--- config.mk ---
export PLATFORM = sky130hd
export DESIGN_NAME = matmul_sequencer
export DESIGN_NICKNAME = d
export VERILOG_FILES = /design/src/rtl/matmul_pkg.sv /design/src/rtl/matmul_index_ctr.sv /design/src/rtl/matmul_sequencer.sv
export SDC_FILE = /design/constraint.sdc
export NUM_CORES = 1
export LEC_CHECK = 0
export ABC_AREA = 1
export CORE_MARGIN = 1.5
export CORE_UTILIZATION = 54
export CTS_CLUSTER_DIAMETER = 60
export DETAILED_ROUTE_END_ITERATION = 8
export MAX_ROUTING_LAYER = met4
export PLACE_DENSITY = 0.75
export RECOVER_POWER = 50
export SKIP_LAST_GASP = 1
export SYNTH_ARGS = -nofsm -noshare
export SYNTH_HDL_FRONTEND = slang
export SYNTH_SLANG_ARGS = --single-unit
--- constraint.sdc ---
create_clock -name clk -period 4.9 [get_ports clk]
set_input_delay 0.49 -clock clk [delete_from_list [all_inputs] [get_ports clk]]
set_output_delay 0.49 -clock clk [all_outputs]
set_load 0.03 [all_outputs]
--- src/rtl/matmul_pkg.sv ---
// rtl/matmul_pkg.sv - shared types, constants and result-narrowing helper for matmul_sequencer
package matmul_pkg;

  typedef enum logic [2:0] {IDLE, ISSUE, DRAIN, WRITE, DONE} state_t;

  localparam int DRAIN_CYCLES = 2;
  localparam int SAT_W        = 64;

  // Narrows an accumulator to dw bits, either truncating or clamping to all-ones.
  function automatic logic [SAT_W-1:0] sat_trunc(input logic [SAT_W-1:0] acc,
                                                 input int dw,
                                                 input bit sat);
    logic [SAT_W-1:0] mask;
    mask = (SAT_W'(1) << dw) - SAT_W'(1);
    if (sat && ((acc & ~mask) != '0)) sat_trunc = mask;
    else                              sat_trunc = acc & mask;
  endfunction

endpackage

--- src/rtl/matmul_index_ctr.sv ---
// rtl/matmul_index_ctr.sv - i/j/k loop counters and A/B/R address generation
module matmul_index_ctr
  import matmul_pkg::*;
#(
  parameter int SIZE = 4,
  parameter int AW   = $clog2(SIZE*SIZE),
  parameter int CW   = $clog2(SIZE)
) (
  input  logic          clk,
  input  logic          reset,
  input  logic          clr,
  input  logic          inc_k,
  input  logic          inc_j,
  output logic          first_k,
  output logic          last_k,
  output logic          last_ij,
  output logic [AW-1:0] a_addr,
  output logic [AW-1:0] b_addr,
  output logic [AW-1:0] r_addr
);

  logic [CW-1:0] i, j, k;
  logic          last_i, last_j;

  assign last_i  = (i == CW'(SIZE-1));
  assign last_j  = (j == CW'(SIZE-1));
  assign last_k  = (k == CW'(SIZE-1));
  assign first_k = (k == '0);
  assign last_ij = last_i && last_j;

  always_ff @(posedge clk) begin
    if (reset || clr) begin
      i <= '0;
      j <= '0;
      k <= '0;
    end else begin
      if (inc_k) k <= last_k ? '0 : k + CW'(1);
      // j wraps into i; after the final element both return to zero
      if (inc_j) begin
        if (last_j) begin
          j <= '0;
          i <= last_i ? '0 : i + CW'(1);
        end else begin
          j <= j + CW'(1);
        end
      end
    end
  end

  assign a_addr = AW'(i) * AW'(SIZE) + AW'(k);
  assign b_addr = AW'(k) * AW'(SIZE) + AW'(j);
  assign r_addr = AW'(i) * AW'(SIZE) + AW'(j);

endmodule

--- src/rtl/matmul_sequencer.sv ---
// rtl/matmul_sequencer.sv - SIZE x SIZE matrix multiply sequencer; MATMUL_SATURATE_EN selects saturating R output
module matmul_sequencer
  import matmul_pkg::*;
#(
  parameter int SIZE = 4,
  parameter int DW   = 16,
  parameter int ACCW = 32,
  localparam int AW  = $clog2(SIZE*SIZE)
) (
  input  logic          clk,
  input  logic          reset,
  input  logic          start,
  output logic          busy,
  output logic          done,
  output logic [AW-1:0] a_addr,
  output logic [AW-1:0] b_addr,
  input  logic [DW-1:0] a_data,
  input  logic [DW-1:0] b_data,
  output logic          r_we,
  output logic [AW-1:0] r_addr,
  output logic [DW-1:0] r_data
);

  localparam int CW = $clog2(SIZE);
  localparam int PW = 2*DW;
`ifdef MATMUL_SATURATE_EN
  localparam bit SAT_EN = 1'b1;
`else
  localparam bit SAT_EN = 1'b0;
`endif

  state_t state_q, state_d;
  logic [1:0] drain_cnt;
  logic clr, inc_k, inc_j, first_k, last_k, last_ij;

  logic          v1, f1, v2, f2;
  logic [PW-1:0] product;
  logic [ACCW-1:0] acc;

  matmul_index_ctr #(.SIZE(SIZE), .AW(AW), .CW(CW)) u_ctr (
    .clk     (clk),
    .reset   (reset),
    .clr     (clr),
    .inc_k   (inc_k),
    .inc_j   (inc_j),
    .first_k (first_k),
    .last_k  (last_k),
    .last_ij (last_ij),
    .a_addr  (a_addr),
    .b_addr  (b_addr),
    .r_addr  (r_addr)
  );

  always_ff @(posedge clk) begin
    if (reset) state_q <= IDLE;
    else       state_q <= state_d;
  end

  always_ff @(posedge clk) begin
    if (reset || state_q != DRAIN) drain_cnt <= '0;
    else                           drain_cnt <= drain_cnt + 2'd1;
  end

  always_comb begin
    state_d = state_q;
    clr     = 1'b0;
    inc_k   = 1'b0;
    inc_j   = 1'b0;
    case (state_q)
      IDLE: begin
        if (start) begin
          clr     = 1'b1;
          state_d = ISSUE;
        end
      end
      ISSUE: begin
        inc_k = 1'b1;
        if (last_k) state_d = DRAIN;
      end
      DRAIN: begin
        if (drain_cnt == 2'(DRAIN_CYCLES-1)) state_d = WRITE;
      end
      WRITE: begin
        inc_j   = 1'b1;
        state_d = last_ij ? DONE : ISSUE;
      end
      DONE:    state_d = IDLE;
      default: state_d = IDLE;
    endcase
  end

  // valid/first tags ride alongside the read and multiply stages
  always_ff @(posedge clk) begin
    if (reset) begin
      v1      <= 1'b0;
      f1      <= 1'b0;
      v2      <= 1'b0;
      f2      <= 1'b0;
      product <= '0;
      acc     <= '0;
    end else begin
      v1 <= (state_q == ISSUE);
      f1 <= (state_q == ISSUE) && first_k;
      v2 <= v1;
      f2 <= f1;
      if (v1) product <= PW'(a_data) * PW'(b_data);
      if (v2) acc <= f2 ? ACCW'(product) : acc + ACCW'(product);
    end
  end

  assign busy   = (state_q != IDLE);
  assign done   = (state_q == DONE);
  assign r_we   = (state_q == WRITE);
  assign r_data = DW'(sat_trunc(SAT_W'(acc), DW, SAT_EN));

endmodule
* Word level (Yosys, flattened, before mapping)
Index checks and enable logic that the tools add are counted.
Storage, ports and cells: logic and storage cells 54, bits in registers 79
Operators by class: equal/unequal tests 12, reductions and logical operators 9, mux-type cells 13, multipliers 1, $add $sub $neg 8
Operators with widths (number):
- adder 32 bit | 1
- multiplier 16 x 16 -> 32 bit | 1
- two-way mux 32 bit | 1
- adder 4 x 2 -> 4 bit | 3
- two-way mux 3 bit | 4
- one-hot mux 3 bit (4 select lines) | 1
- adder 2 x 1 -> 2 bit, second input constant | 4
- == test 2 bit, second input constant | 3
- == test 3 x 2 -> 1 bit, second input constant | 2
- two-way mux 2 bit | 3
- two-way mux 1 bit | 4
- inequality test 2 bit, second input constant | 2
- == test 3 x 1 -> 1 bit, second input constant | 1
- == test 3 bit, second input constant | 1
- logical NOT 3 bit | 1
- inequality test 3 x 2 -> 1 bit, second input constant | 1
- AND reduction 3 bit | 1
- nonzero test 3 bit | 1
- == test 2 x 1 -> 1 bit, second input constant | 1
- logical AND 1 bit | 2
- logical NOT 2 bit | 1
- logical OR 1 bit | 2
- inequality test 2 x 1 -> 1 bit, second input constant | 1
- AND reduction 2 bit | 1

* Longest topological paths before layout
Gate-level depths: netlist of run 1.
depth in word-level cells 4, mapped depth 26

* Hierarchy
Synthesis of run 1 repeated with hierarchy kept, for this count alone.
Second synthesis, totals: cell total of the unflattened synthesis 1045, area total of the unflattened synthesis 7089.3 um2
By module, submodules not included:
- matmul_sequencer | area each 6725.2 um2, seq. area each 820.8 um2, instances 1, cells an instance 993
- matmul_index_ctr | area each 364.1 um2, seq. area each 120.1 um2, instances 1, cells an instance 52

* Worst setup path after synthesis of run 1
Ideal clock, no wire load.
path kind input port to flip-flop, start point input b_data[1], end point register product[15], required time 4.836 ns, arrival 5.253 ns, slack -0.417 ns, library setup time 0.064 ns, path buffers 2, stages on the path 23, path through clkbuf_2 -> clkbuf_1 -> nand2_1 -> fa_1 -> fa_1 -> inv_1 -> fa_1 -> inv_1 -> fa_1 -> inv_1 -> fa_1 -> inv_1 -> fa_1 -> inv_1 -> ha_1 -> nand2_1 -> nor3_1 -> inv_1 -> o2111ai_1 -> nand3_1 -> nand2_1 -> nor2_1 -> nor2_1
Between the ends: cells in the longest elaborated chain, start to end 1
RTL lines:
- start, declared | RTL line matmul_sequencer.sv:18 | input logic [DW-1:0] b_data,
- multiplier 16 x 16 -> 32 bit | RTL line matmul_sequencer.sv:106 | if (v1) product <= PW'(a_data) * PW'(b_data);
- end signal, assigned | RTL line matmul_sequencer.sv:106
- end, declared | RTL line matmul_sequencer.sv:37 | logic [PW-1:0] product;
No other way between the ends. A chain may end at the register's enable or synchronous reset.

* Final worst setup path of run 1
start point input a_data[9], end point register product[15]
Between the ends: cells in the longest elaborated chain, start to end 1
RTL lines:
- start, declared | RTL line matmul_sequencer.sv:17 | input logic [DW-1:0] a_data,
- multiplier 16 x 16 -> 32 bit | RTL line matmul_sequencer.sv:106
No other way between the ends.

==> metrics.yaml, run 1 <==
status:
  status: "completed"
logic_synthesis:
  avgSynthCellArea_sq_um: 6.81
  ys_warn_count: 0
  synthFlopType: "dfxtp_1"
  ys_types: 35
  syn-num-nets: 1223
  synth_largest_area_cell: "fa_1"
  netlist_area_sq_um: 7070
  synth-edff-count: 0
  syn_inst: 1038
  async_reset_ff_frac: 0
  synthTopCellsByArea: "fa_1, inv_1, nand2_1, dfxtp_1, ha_1"
  ys_seq_area_frac: 0.133
  synth_top_area_frac: 0.229
  ys_ff_latch: 47
worst_setup_path:
  crit_buf_inv: 5
  r2r_setup_slack_ns: 2.61
  cp_common_cell: "fa_1"
  reg2reg_from: "product[0]"
  crit_path_end_kind: "register"
  cp_max_fo: 6
  timing.rr.end: "acc[10]"
  crit_family: "adder cells"
  cp-start-kind: "primary input"
  cp.arrival_ns: 5.07
  crit_path_cell_trace: "buf_2, nand2_1, fa_1, fa_2, fa_1, inv_1, fa_1, fa_1, inv_1, fa_1, inv_1, ha_4, nand2_4, nor3_4, inv_1, o2111ai_2, nand3_1, nand2_1, nor2_1, nor2_1"
  required_ns: 5.13
  critPathKind: "primary input to register"
  r2r_cells: 13
  critPathSlowestCell: "fa_1"
  max_stage_delay_ns: 0.60
global_routing:
  grt_pass1_wl_microns: 29500
  antenna_found_initial: 0
  grt_max_degree: 33
  grt_pass1_vias: 6411
  overflow: 0
  track_usage: 0.268
die:
  io_pins: 66
  die-area_sq_um: 13800
  start_util: 0.556
  dieHeight_microns: 117
  die_x_microns: 117
  coreArea_sq_um: 12700
  rows: 41
sta:
  timing.slew.headroom: 0.433
  hold_violations: 0
  worst_pin_slew_ns: 0.849
  fin_skew_ns: 0.00576
  period_needed_ns: 4.84
  rsz0062_at_grt: "yes"
  slew_viol_final: 0
  fmax_ghz: 0.206
  period_share: 0.989
  worst_hold_slack_ns: 0.400
  finalSetupViolCount: 0
place:
  gp_congestion: 0.939
  io_buffers: 65
  hpwl_microns: 13600
routing:
  ant_nets: 0
  wl_microns: 17600
  dr.pass1.iters: 5
  drtIter0Drc: 464
  drc: 0
  via_per_inst: 4.97
  dr_total_vias: 6633
  post_drt_wl_per_cell_microns: 13.2
clocking:
  cts_tree: "built"
  clkSinkCount: 47
  numCtsBuffers: 5
  clkTransAtPathRegs_ns: 0.06
  clockBufferDepth: 2
  root_buffer: "clkbuf_16"
  htreeDepth: 2
  clock_latency_ns: 0.29
layout:
  layout.core_utilization: 0.703
  drive_above_1_share: 0.175
  mostFrequentLayoutCells: "inv_1, nand2_1, buf_4, fa_1, a21oi_1"
  num_antenna_cells: 0
  area.growth.synth_to_final_pct: 26.5
  mostFrequentLayoutCell: "inv_1"
  nets: 1348
  nFillCells: 1064
power_and_ir_drop:
  p_sw_uw: 2250
  p_clk_frac: 0.070
  switching_share: 0.475
  ir_drop_uv: 448
  cellPowerDensity_nw_per_um2: 530
  comb_power_share: 0.827
  power.internal_uw: 2490
  p_seq_frac: 0.102
  p_leak_uw: 0.00516
run:
  maxCapViolations: 0
worst_hold_path:
  min-delay-start: "f1"
  hold_path.class: "register to register"
  hold-path-cell-count: 2
  min_to: "f2"
-- sequential cells by signal, summed over array words and instances, names as in the netlist, 2 cells and up --
register / count
u_ctr.i: 2
acc: 16
u_ctr.j: 2
state_q: 3
product: 16
drain_cnt: 2
u_ctr.k: 2
-- what timing repair did --
action,CTS,global route
endpoints found under the setup margin,8,7
pin swaps,45,46
gates cloned,3,0
buffers inserted,11,2
hold endpoints to repair,0,0
resized for setup,101,94
hold buffers,0,0
-- area by class of cell --
type,count,area (sq um),area share
clock inverters,2,13.8,0.00154
repair buffers,159,1430,0.160
well taps,172,215,0.0241
multi-input cells,674,5180,0.579
inverters,276,1040,0.116
flip-flops and latches,47,941,0.105
clock buffers,5,125,0.0140
-- metrics by stage --
stage / setup WS [ns] / cells / area (sq um) / total power, uW / TNS, ns
after floorplan: -0.00322 / 1038 / 7190 / 2750 / -0.00322
after global placement: -0.750 / 1312 / 8400 / 3680 / -4.99
after detailed placement: -0.785 / 1312 / 8400 / 3750 / -5.33
after CTS: 0.00143 / 1333 / 8840 / 4490 / 0
after global routing: -0.139 / 1335 / 8950 / 5260 / -0.467
final: 0.0552 / 1335 / 8950 / 4740 / 0
-- cells by family after synthesis --
| logic type | after synthesis | synth area share |
|---|---|---|
| xor gates and xnor gates | 21 | 0.0260 |
| adders and majority gates | 150 | 0.351 |
| and+or+nand+nor | 380 | 0.219 |
| DFF | 47 | 0.133 |
| buffers and inverters | 317 | 0.176 |
| AOI/OAI and AO/OA | 123 | 0.0945 |
-- Yosys cell counts, types with 4 or more instances --
master / instances
a21o_1: 4
o211ai_1: 5
xor2_1: 14
nor3_1: 8
nand3b_1: 4
buf_4: 8
clkbuf_1: 23
buf_2: 7
dfxtp_1: 47
nand2_2: 8
nand2_1: 264
fa_1: 81
inv_1: 272
a21oi_1: 66
nor2_1: 42
ha_1: 69
o21ai_0: 32
o21ai_1: 6
nand3_1: 46
xnor2_1: 7
-- worst register-to-register path: cells and delay by family (launching register included) --
| kind | cells | cell delay, ns |
|---|---|---|
| compound gates | 3 | 0.34 |
| simple gates | 6 | 0.74 |
| flops | 1 | 0.39 |
| buf+inv | 2 | 0.18 |
| fa+ha+maj | 2 | 0.57 |
-- layer usage --
| layer | part of all wire | track usage |
|---|---|---|
| met1 | 0.45 | 0.354 |
| met4 | 0.019 | 0.0610 |
| met3 | 0.050 | 0.0282 |
| met5 | 0 | - |
| met2 | 0.48 | 0.445 |
-- how the worst max path moves through the flow --
stage | startpoint | endpoint | slack [ns] | cells after the start
after floorplan | a_data[5] | product[15] | -0.003 | 24
after global placement | b_data[6] | product[12] | -0.75 | 22
after detailed placement | a_data[7] | product[15] | -0.79 | 20
after CTS | a_data[5] | product[12] | 0.001 | 23
after global routing | b_data[4] | product[15] | -0.14 | 21
final | a_data[9] | product[15] | 0.06 | 20
-- power by group through the flow --
stage / sequential, uW / clock, uW / combinational [uW]
2_1_floorplan: 489 / 0 / 2260
4_1_cts: 486 / 339 / 3670
3_3_place_gp: 494 / 0 / 3190
5_1_grt: 493 / 354 / 4410
6_report: 486 / 334 / 3920
3_5_place_dp: 494 / 0 / 3260
Note: power is estimated with default switching activity, not from simulation.
==> inputs of run 2 (changes only) <==
- CORE_UTILIZATION: 54 -> 40
- PLACE_DENSITY: 0.75 -> 0.57
==> run 2 against run 1 <==
Against the previous run: the flow now finishes with violations (setup timing); largest cell class unchanged; non-clock buffer count is 5 higher; final cell count increased by 4.4%; final area grew 1.5%; register-to-register slack better by 0.03 ns; die area rose by 34%; combinational power fell by 3%; flip-flop and latch count unchanged; highest routed layer unchanged.
==> metrics.yaml, run 2 (synthesis results as in run 1) <==
layout:
  largestRegisters: "acc x16, product x16, state_q x3"  # unchanged
  area.growth.synth_to_final_pct: 28.4  # was 26.5%
  num_antenna_cells: 0  # unchanged
  mostFrequentLayoutCell: "nand2_1"  # was inv_1
  layout.core_utilization: 0.525  # was 0.703
  drive_above_1_share: 0.170  # was 0.175
  final_cell_area_sq_um: 9080  # was 8950 sq um
  nets: 1353  # was 1348
  mostFrequentLayoutCells: "nand2_1, inv_1, buf_4, fa_1, a21oi_1"  # was inv_1, nand2_1, buf_4, fa_1, a21oi_1
  nFillCells: 1756  # was 1064
routing:
  drtIter0Drc: 379  # was 464
  dr.pass1.iters: 5  # unchanged
  via_per_inst: 4.67  # was 4.97
  wl_microns: 18100  # was 17600 microns
  drc: 0  # unchanged
  ant_nets: 0  # unchanged
  dr_total_vias: 6506  # was 6633
  post_drt_wl_per_cell_microns: 13.0  # was 13.2 microns
worst_setup_path:
  cp_max_fo: 4  # was 6
  r2r_setup_slack_ns: 2.64  # was 2.61 ns
  reg2reg_from: "acc[0]"  # was product[0]
  crit_path_end_kind: "register"  # unchanged
  cp_common_cell: "fa_1"  # unchanged
  crit_path_cell_trace: "buf_8, buf_6, nand2_2, inv_2, fa_1, inv_2, fa_1, fa_1, inv_2, fa_1, fa_1, inv_2, fa_1, inv_2, ha_4, nand2_4, nor3_4, inv_1, o2111ai_2, nand3_1, nand2_1, nor2_1, nor2_1"  # was buf_2, nand2_1, fa_1, fa_2, fa_1, inv_1, fa_1, fa_1, inv_1, fa_1, inv_1, ha_4, nand2_4, nor3_4, inv_1, o2111ai_2, nand3_1, nand2_1, nor2_1, nor2_1
  timing.rr.end: "acc[14]"  # was acc[10]
  cp.arrival_ns: 5.18  # was 5.07 ns
  critPathSlowestCell: "fa_1"  # unchanged
  cp-start-kind: "primary input"  # unchanged
  critPathKind: "primary input to register"  # unchanged
  required_ns: 5.14  # was 5.13 ns
  max_stage_delay_ns: 0.56  # was 0.60 ns
  r2r_cells: 15  # was 13
place:
  hpwl_microns: 14800  # was 13600 microns
  gp_congestion: 0.861  # was 0.939
  place_area_sq_um: 8470  # was 8400 sq um
  io_buffers: 65  # unchanged
global_routing:
  grt_pass1_wl_microns: 30900  # was 29500 microns
  grt_max_degree: 33  # unchanged
  overflow: 0  # unchanged
  track_usage: 0.216  # was 0.268
  grt_pass1_vias: 6448  # was 6411
  antenna_found_initial: 0  # unchanged
sta:
  fin_ws_ns: -0.0486  # was 0.0552 ns
  timing.slew.headroom: 0.505  # was 0.433
  fmax_ghz: 0.202  # was 0.206 GHz
  finalSetupViolCount: 2  # was 0
  fin_skew_ns: 0.00486  # was 0.00576 ns
  hold_violations: 0  # unchanged
  period_needed_ns: 4.95  # was 4.84 ns
  period_share: 1.01  # was 0.989
  rsz0062_at_grt: "yes"  # unchanged
  worst_hold_slack_ns: 0.402  # was 0.400 ns
  worst_pin_slew_ns: 0.742  # was 0.849 ns
  slew_viol_final: 0  # unchanged
worst_hold_path:
  min-delay-start: "f1"  # unchanged
  min_to: "f2"  # unchanged
  hold-path-cell-count: 2  # unchanged
  hold_path.class: "register to register"  # unchanged
die:
  die_x_microns: 136  # was 117 microns
  die-area_sq_um: 18500  # was 13800 sq um
  rows: 48  # was 41
  coreArea_sq_um: 17300  # was 12700 sq um
  io_pins: 66  # unchanged
  start_util: 0.409  # was 0.556
  dieHeight_microns: 136  # was 117 microns
clocking:
  htreeDepth: 2  # unchanged
  root_buffer: "clkbuf_16"  # unchanged
  clockBufferDepth: 2  # unchanged
  ctsHoldBuffers: 0  # unchanged
  clkSinkCount: 47  # unchanged
  cts_tree: "built"  # unchanged
  clkTransAtPathRegs_ns: 0.07  # was 0.06 ns
  numCtsBuffers: 5  # unchanged
  clock_latency_ns: 0.29  # about the same
power_and_ir_drop:
  ir_drop_uv: 572  # was 448 uV
  cellPowerDensity_nw_per_um2: 520  # was 530 nW/um^2
  p_leak_uw: 0.00519  # was 0.00516 uW
status:
  status: "finished, violations left"  # was completed
  violations: "setup timing"
run:
  maxCapViolations: 0  # unchanged
-- run 2: report_power, final --
| part | internal [uW] | total [uW] | switching [uW] | leakage (uW) |
|---|---|---|---|---|
| Clock | 292 | 449 | 156 | 0.0000900 |
| Combinational | 1780 | 3800 | 2020 | 0.00472 |
| Sequential | 432 | 480 | 48.3 | 0.000382 |
-- run 2: repair_timing --
item | 4_1_cts | 5_1_grt
gates cloned | 4 | 0
pin swaps | 42 | 42
buffers inserted | 9 | 10
resized for setup | 90 | 56
endpoints found under the setup margin | 8 | 7
-- run 2: per-stage QoR --
stage | power (uW) | TNS (ns) | std cells | setup WS, ns
final | 4720 | -0.0521 | 1394 | -0.0486
after global routing | 5260 | -0.785 | 1394 | -0.280
after CTS | 4550 | -0.0256 | 1384 | -0.0233
after detailed placement | 3840 | -5.35 | 1363 | -0.755
after global placement | 3800 | -4.91 | 1363 | -0.674
after floorplan | 2750 | -0.00322 | 1038 | -0.00322
-- run 2: how the worst max path moves through the flow --
stage / startpoint / end / slack [ns] / cells past startpoint
floorplan: a_data[5] / product[15] / -0.003 / 24
global placement: a_data[7] / product[15] / -0.67 / 20
detailed placement: a_data[2] / product[12] / -0.75 / 22
CTS: b_data[3] / product[12] / -0.02 / 23
global route: b_data[6] / product[15] / -0.28 / 23
finish: b_data[6] / product[15] / -0.05 / 23
-- run 2: cell type report --
class                           instances  area, sq um  area share
Multi-Input combinational cell        674         5160       0.568
Clock inverter                          3         67.6     0.00744
Timing Repair Buffer                  164         1470       0.162
Sequential cell                        47          941       0.104
Clock buffer                            5          125      0.0138
Tap cell                              225          282      0.0310
Inverter                              276         1040       0.114
-- run 2: worst max-delay path, delay by kind of cell --
kind / cells / cell delay (ns)
buffers and inverters: 8 / 0.50
AO/OA/AOI/OAI: 1 / 0.18
AND/OR/NAND/NOR: 7 / 0.60
adder cells (fa/ha/maj): 7 / 3.42
-- run 2: routing by layer --
metal / global-route usage / wire length, microns
met1: 0.296 / 8880
met3: 0.0261 / 636
met5: - / 0
met2: 0.349 / 8400
met4: 0.0361 / 178
==> inputs of run 3 (changes only) <==
- SKIP_LAST_GASP: 1 -> not set
==> run 3 against run 2 <==
Against the previous run: the run still ends with setup timing left; clock skew is 0.00061 ns higher; global-route usage is essentially flat; sequential share of layout area barely moved; clock power barely moved; clock-buffer cell count did not move; flip-flop and latch count unchanged; final area hardly changed; maximum frequency decreased by 0.11%; combinational power rose by 1%; power grew 1.0%; worst setup slack lost 0.0052 ns; first-iteration DRC count decreased by 8.4%; largest cell class unchanged; largest power group unchanged.
==> metrics.yaml, run 3 (synthesis results as in run 1) <==
die:
  io_pins: 66  # unchanged
  die-area_sq_um: 18500  # unchanged
  rows: 48  # unchanged
  coreArea_sq_um: 17300  # unchanged
  die_x_microns: 136  # unchanged
  dieHeight_microns: 136  # unchanged
  start_util: 0.409  # unchanged
status:
  status: "finished, violations left"  # unchanged
  violations: "setup timing"  # unchanged
clocking:
  root_buffer: "clkbuf_16"  # unchanged
  htreeDepth: 2  # unchanged
  cts_tree: "built"  # unchanged
  clkSinkCount: 47  # unchanged
  clkTransAtPathRegs_ns: 0.07  # about the same
  numCtsBuffers: 5  # unchanged
  clockBufferDepth: 2  # unchanged
  clock_latency_ns: 0.29  # about the same
global_routing:
  grt_max_degree: 33  # unchanged
  overflow: 0  # unchanged
  antenna_found_initial: 0  # unchanged
  grt_pass1_wl_microns: 30900  # about the same
  track_usage: 0.216  # about the same
  grt_pass1_vias: 6449  # was 6448
layout:
  largestRegisters: "acc x16, product x16, state_q x3"  # unchanged
  final_cells: 1394  # unchanged
  layout.core_utilization: 0.525  # about the same
  num_antenna_cells: 0  # unchanged
  drive_above_1_share: 0.178  # was 0.170
  mostFrequentLayoutCell: "nand2_1"  # unchanged
  mostFrequentLayoutCells: "nand2_1, inv_1, buf_4, fa_1, a21oi_1"  # unchanged
  area.growth.synth_to_final_pct: 28.4  # about the same
  nets: 1353  # unchanged
  final_cell_area_sq_um: 9080  # about the same
run:
  maxCapViolations: 0  # unchanged
worst_setup_path:
  cp-start-kind: "primary input"  # unchanged
  cp_common_cell: "fa_1"  # unchanged
  critPathSlowestCell: "fa_1"  # unchanged
  max_stage_delay_ns: 0.56  # about the same
  crit_path_end_kind: "register"  # unchanged
  cp.arrival_ns: 5.19  # was 5.18 ns
  required_ns: 5.13  # was 5.14 ns
  critPathKind: "primary input to register"  # unchanged
  r2r_cells: 15  # unchanged
  cp_max_fo: 4  # unchanged
  crit_path_cell_trace: "buf_8, buf_6, nand2_2, inv_2, fa_1, inv_2, fa_1, fa_1, inv_2, fa_1, fa_1, inv_2, fa_1, inv_2, ha_4, nand2_4, nor3_4, inv_1, o2111ai_2, nand3_1, nand2_1, nor2_1, nor2_1"  # unchanged
power_and_ir_drop:
  p_leak_uw: 0.00519  # about the same
  ir_drop_uv: 578  # was 572 uV
  cellPowerDensity_nw_per_um2: 526  # was 520 nW/um^2
routing:
  dr_total_vias: 6537  # was 6506
  drtIter0Drc: 347  # was 379
  post_drt_wl_per_cell_microns: 13.0  # about the same
  ant_nets: 0  # unchanged
  via_per_inst: 4.69  # was 4.67
  drc: 0  # unchanged
  dr.pass1.iters: 6  # was 5
  wl_microns: 18100  # about the same
sta:
  finalSetupViolCount: 1  # was 2
  period_needed_ns: 4.95  # about the same
  fmax_ghz: 0.202  # about the same
  finalSetupTns_ns: -0.0538  # was -0.0521 ns
  worst_pin_slew_ns: 0.763  # was 0.742 ns
  timing.slew.headroom: 0.491  # was 0.505
  slew_viol_final: 0  # unchanged
  worst_hold_slack_ns: 0.401  # was 0.402 ns
  fin_skew_ns: 0.00547  # was 0.00486 ns
  hold_violations: 0  # unchanged
  rsz0062_at_grt: "yes"  # unchanged
  fin_ws_ns: -0.0538  # was -0.0486 ns
  period_share: 1.01  # about the same
place:
  place_area_sq_um: 8470  # unchanged
  io_buffers: 65  # unchanged
  gp_congestion: 0.861  # unchanged
  placed_cells: 1363  # unchanged
  hpwl_microns: 14800  # unchanged
worst_hold_path:
  hold-path-cell-count: 2  # unchanged
  hold_path.class: "register to register"  # unchanged
[run 3: cell types whose count changed in the layout (fill, tap and decap cells not counted), moves of 3 or more]
cell     change
inv_2        +6
nand2_1      -3
inv_1        -6
buf_2        +4
[run 3: cell type report]
| class | count | area [sq um] |
|---|---|---|
| repair buffers | 164 | 1450 |
| well taps | 225 | 282 |
| fillers | 1757 | 8220 |
| clock buffers | 5 | 125 |
| inverters | 276 | 1040 |
| multi-input cells | 674 | 5180 |
| flip-flops and latches | 47 | 941 |
| clock inverters | 3 | 67.6 |
[run 3: per-stage QoR]
stage	power, uW	setup slack, ns
3_3_place_gp	3800	-0.674
6_report	4770	-0.0538
2_1_floorplan	2750	-0.00322
5_1_grt	5320	-0.284
3_5_place_dp	3840	-0.755
4_1_cts	4560	0.00107
[run 3: worst max-delay path, delay by kind of cell]
family	cells	cell delay, ns
adder cells (fa/ha/maj)	7	3.42
AO/OA/AOI/OAI	1	0.18
buffers and inverters	8	0.50
AND/OR/NAND/NOR	7	0.61
[run 3: final timing paths]
path | slack (ns) | start | to
worst max register to register | 2.64 | acc[0] | acc[14]
worst min-delay path | 0.40 | f1 | f2
worst min register to register | 0.40 | f1 | f2
worst max-delay path | -0.05 | b_data[6] | product[15]
[run 3: repair_timing]
item,4_1_cts,5_1_grt
buffers inserted,9,10
hold buffers,0,0
pin swaps,44,38
gates resized for setup,94,66
cloned,4,0
setup endpoints to repair,8,7
[run 3: power breakdown]
group          total [uW]  switching, uW  internal, uW  leakage (uW)
registers             480           48.5           432      0.000382
logic                3850           2040          1810       0.00472
clock network         447            155           292     0.0000900
total                4770           2240          2530       0.00519
[run 3: per-layer routing]
layer  wire, microns  up-vias  GRT usage
met5               0        -          -
met4             174        0     0.0361
met3             717       17     0.0261
met2            8490      132      0.349
met1            8740     3037      0.297
li1                -     3351          -
